[src/rtl/aes256_rkey_reader.sv]
// Round-key store for an AES-256 datapath: captures the 15 expanded round keys
// once, then replays them forward (encrypt) or backward (decrypt) on demand.
//
// state | meaning
// IDLE  | nothing stored since reset; keys unusable
// LOAD  | accepting round keys 0..14 from the expansion engine
// READY | all 15 keys stored, waiting for play_start
// PLAY  | presenting one key per advance handshake
module aes256_rkey_reader (
  input  logic         clk,
  input  logic         rst,
  input  logic         load_start,
  input  logic         key_wr_en,
  input  logic [127:0] key_wr_data,
  input  logic         play_start,
  input  logic         enc_en,
  input  logic         advance,
  output logic [127:0] round_key,
  output logic [3:0]   round_idx,
  output logic         key_valid,
  output logic         f_rnd_en,
  output logic         loaded,
  output logic         busy
);

  localparam logic [3:0] LastIdx = 4'd14;

  typedef enum logic [1:0] {IDLE, LOAD, READY, PLAY} stateT;

  stateT        state, stateNext;
  logic [127:0] keyStore [15];
  logic [3:0]   wrPtr, wrPtrNext;
  logic [3:0]   rdIdx, rdIdxNext;
  logic         dirFwd, dirFwdNext;
  logic         storeWe;
  logic         lastKey, lastNext;

  always_comb begin
    lastKey = dirFwd ? (rdIdx == LastIdx) : (rdIdx == 4'd0);
  end

  always_comb begin
    stateNext  = state;
    wrPtrNext  = wrPtr;
    rdIdxNext  = rdIdx;
    dirFwdNext = dirFwd;
    storeWe    = 1'b0;
    if (load_start) begin
      stateNext = LOAD;
      wrPtrNext = 4'd0;
    end else begin
      case (state)
        LOAD: begin
          if (key_wr_en) begin
            storeWe   = 1'b1;
            wrPtrNext = wrPtr + 4'd1;
            if (wrPtr == LastIdx) stateNext = READY;
          end
        end
        READY: begin
          if (play_start) begin
            dirFwdNext = enc_en;
            rdIdxNext  = enc_en ? 4'd0 : LastIdx;
            stateNext  = PLAY;
          end
        end
        PLAY: begin
          // key_valid is always 1 in PLAY, so advance is live here
          if (advance) begin
            if (lastKey)     stateNext = READY;
            else if (dirFwd) rdIdxNext = rdIdx + 4'd1;
            else             rdIdxNext = rdIdx - 4'd1;
          end
        end
        default: ;
      endcase
    end
    lastNext = dirFwdNext ? (rdIdxNext == LastIdx) : (rdIdxNext == 4'd0);
  end

  // Key store is deliberately not reset; loaded=0 keeps stale keys from being used.
  always_ff @(posedge clk) begin
    if (!rst && storeWe) keyStore[wrPtr] <= key_wr_data;
  end

  always_ff @(posedge clk) begin
    if (rst) begin
      state     <= IDLE;
      wrPtr     <= 4'd0;
      rdIdx     <= 4'd0;
      dirFwd    <= 1'b0;
      round_key <= '0;
      round_idx <= 4'd0;
      key_valid <= 1'b0;
      f_rnd_en  <= 1'b0;
      loaded    <= 1'b0;
      busy      <= 1'b0;
    end else begin
      state     <= stateNext;
      wrPtr     <= wrPtrNext;
      rdIdx     <= rdIdxNext;
      dirFwd    <= dirFwdNext;
      key_valid <= (stateNext == PLAY);
      round_idx <= (stateNext == PLAY) ? rdIdxNext : 4'd0;
      round_key <= (stateNext == PLAY) ? keyStore[rdIdxNext] : '0;
      f_rnd_en  <= (stateNext == PLAY) && lastNext;
      loaded    <= (stateNext == READY) || (stateNext == PLAY);
      busy      <= (stateNext == LOAD) || (stateNext == PLAY);
    end
  end

endmodule

[config.mk]
export PLATFORM = sky130hd
export DESIGN_NAME = aes256_rkey_reader
export DESIGN_NICKNAME = d
export VERILOG_FILES = /design/src/rtl/aes256_rkey_reader.sv
export SDC_FILE = /design/constraint.sdc
export NUM_CORES = 2
export LEC_CHECK = 0
export ABC_AREA = 1
export ABC_CLOCK_PERIOD_IN_PS = 17300
export BUFFER_PORTS_ARGS = -buffer_cell sky130_fd_sc_hd__buf_2
export CORE_MARGIN = 2
export CORE_UTILIZATION = 65
export CTS_BUF_LIST = sky130_fd_sc_hd__clkbuf_4
export CTS_CLUSTER_DIAMETER = 120
export CTS_CLUSTER_SIZE = 24
export DETAILED_ROUTE_END_ITERATION = 10
export GPL_ROUTABILITY_DRIVEN = 0
export PLACE_DENSITY = 0.82
export SLEW_MARGIN = 40
export SYNTH_ARGS = -nofsm -noshare
export SYNTH_HDL_FRONTEND = slang
export SYNTH_SLANG_ARGS = --single-unit
[constraint.sdc]
create_clock -name clk -period 17.3 [get_ports clk]
set_input_delay 0.865 -clock clk [delete_from_list [all_inputs] [get_ports clk]]
set_output_delay 0.865 -clock clk [all_outputs]
set_load 0.005 [all_outputs]
==> summary.txt <==
Run status
  • Status: completed

Layout
  • Nets: 8218
  • FILL cells: 9201
  • Layout cells sized above 1: 7.181%
  • Most frequent cells in the layout: edfxtp_1 (1920), nand3_1 (1803), nand2_1 (1745), inv_1 (1157), nand3b_1 (356)
  • Register area: 0.06058 mm2
  • Area Growth Syn to Fin: 6.682%
  • Most common cell after layout, fill and taps aside: edfxtp_1
  • Fin util: 69.63%
  • Multi-input logic area: 0.01981 mm2

Timing
  • Hold Violations, Final: 0
  • Smallest hold slack: 0.2822 ns
  • RSZ-0062 raised after global routing: no
  • Final setup fails: 0
  • Fin. max-slew vios: 0
  • Peak Freq: 0.1956 GHz
  • Worst slew pin tran: 0.9016 ns
  • Fin Setup TNS: 0 ns
  • Slew HR: 39.89%
  • Skew final: 0.1224 ns
  • Final period util: 29.55%
  • Post-layout min period: 5.112 ns

Logic synthesis
  • Syn_area_per_cell: 10.91 um2
  • Seq/Total Area, Yosys: 69.72%
  • Syn_nets: 8105
  • Post-synth ARST share: 0%
  • Post-Synthesis Cells: 7963
  • Post-synth EDFFs: 1920
  • Synthesized area: 0.08688 mm2
  • #FFs+latches synth: 2066
  • Top_reg_cell synth: edfxtp_1
  • Yosys Warn Count: 0
  • Area leader, netlist: edfxtp_1
  • Share of the synthesized area in the top cell type: 66.36%
  • Post-synthesis cell type count: 27
  • Synth area leaders: edfxtp_1 (66%), nand3_1 (10%), nand2_1 (7.6%), inv_1 (5.0%), dfxtp_1 (3.4%)

Clock tree
  • CTS max path bufs: 3
  • Clk root buf: clkbuf_4
  • Total clock sinks: 2066
  • CTS tree: yes
  • Clock slew at reported path FFs: 0.23 ns
  • CTS buffer count: 96
  • Post-CTS sizing: 0
  • Worst skew pair latency: 1.20 ns
  • Htree depth: 3

Drt
  • DR vias/cell: 5.916
  • Post-Route WL: 210700 um
  • ANT nets after route: 0
  • DRC: 0
  • DR vias: 58830
  • Drt first pass iters: 6
  • Drt initial violations: 7314
  • Drt wl/cell: 21.19 um

Floorplanning
  • Row count: 134
  • Die Height: 369.6 um
  • Initial core utilization: 65.27%
  • Core area: 0.1331 mm2
  • Die W: 369.6 um
  • Die area: 0.1366 mm2
  • # IOs: 271

Pwr
  • Lkg Pwr: 38.37 nW
  • VDD IR max: 66.18 uV
  • Clk pwr share: 24.8%
  • Power Density: 79.98 mW/mm2
  • P_int: 5.948 mW
  • Reg power frac: 73.6%
  • Comb pwr share: 1.6%
  • Pwr Total: 7.413 mW
  • Sw Ratio: 19.76%
  • Psw: 1.465 mW

Worst setup path
  • Crit path kind: flip-flop to flip-flop
  • Startpoint Class: flip-flop
  • Worst-path fanout max: 68
  • Crit path DAT: 6.24 ns
  • Setup crit end kind: flip-flop
  • Worst EP required: 18.43 ns

Worst hold path
  • Worst Hold Class: primary input to flip-flop

Global routing
  • Total global-route track usage: 30.56%
  • Largest net degree at the start of global routing: 197
  • GRT Residual Overflow: 0
  • Vias in the first global route: 56850
  • Initial antenna violation count: 27
  • First-pass GRT wire length: 321100 um

Placed design
  • Port Buf Inserts: 270
  • DPL Wire Length: 107000 um

Job
  • Max-Cap Viols: 0
-- cell type report --
class / count / share of cell area [%]
diodes: 17 / 0.04590
well taps: 1768 / 2.387
repair buffers: 510 / 4.630
flip-flops and latches: 2066 / 65.36
clock inverters: 8 / 0.08369
inverters: 1160 / 4.714
clock buffers: 174 / 1.409
multi-input cells: 4242 / 21.37
-- worst max-delay path, cell delays in order (launching register included) --
cell	delay [ns]
dfxtp_1	0.44
inv_1	0.15
fa_1	0.55
nand2_1	0.06
nand2_1	0.07
nand2_1	0.08
nand2_4	0.13
buf_4	0.64
buf_4	0.70
buf_4	0.77
buf_4	0.62
buf_12	0.27
nand3_1	0.13
nand2_1	0.10
nand2_1	0.06
nand2_1	0.07
nand2_1	0.06
-- per-layer routing --
metal,vias up,GRT usage [%],wire (um)
li1,26770,-,-
met1,28090,40.48,78210
met2,3370,50.84,102700
met3,576,4.150,21090
met4,20,13.76,8605
met5,-,0,131
-- path summary, 6_finish.rpt --
path,from,endpoint,slack (ns),cells past startpoint
setup / recovery,rdIdx[0],round_key[74],12.19,16
hold / removal,enc_en,dirFwd,0.28,5
setup reg to reg,rdIdx[0],round_key[74],12.19,16
hold reg to reg,wrPtr[0],wrPtr[0],0.57,2
-- cells by family (layout without fill, tap and decap cells) --
kind of cell,count (synthesis),after routing,synth area share (%)
buffers and inverters,1655,1852,7.663
and+or+nand+nor,4213,4213,22.36
other,0,17,0
DFF,2066,2066,69.72
adders and majority gates,7,7,0.1094
xor gates and xnor gates,2,2,0.02016
AOI/OAI and AO/OA,20,20,0.1239
-- synthesized netlist by cell type (all sizes together), types with 6 or more instances --
master and instances:
clkbuf 121, buf 374, nand3b 356, inv 1160, nand2 1750, ha 6
edfxtp 1920, nor2 296, o21ai 7, a21oi 11, dfxtp 146, nand3 1803
-- power groups by stage --
stage,Clock (mW),Combinational [mW],Sequential (mW)
floorplan,0,0.0110,5.57
global placement,0,0.0814,5.57
detailed placement,0,0.0866,5.57
CTS,1.86,0.115,5.46
global route,2.02,0.126,5.46
finish,1.84,0.117,5.46
-- repair_timing --
action / CTS / global route
hold buffers: 133 / 0
endpoints found under the hold margin: 1929 / 0
setup buffers: 0 / 0
setup endpoints to repair: 0 / 0
-- flip-flops by register name, summed over array words and instances (netlist names), 2 cells and up --
| name | flops |
|---|---|
| round_idx | 4 |
| rdIdx | 4 |
| wrPtr | 4 |
| keyStore | 1920 |
| round_key | 128 |
| state | 2 |
-- through the flow --
step	instance area (um2)	instances	setup WS (ns)
after floorplan	86880	7963	6.467
after global placement	89070	9583	11.26
after detailed placement	89720	9605	11.84
after CTS	92430	9920	12.24
after global routing	92670	9939	11.94
final	92690	9945	12.19
Power figures use the tool's default switching activity.
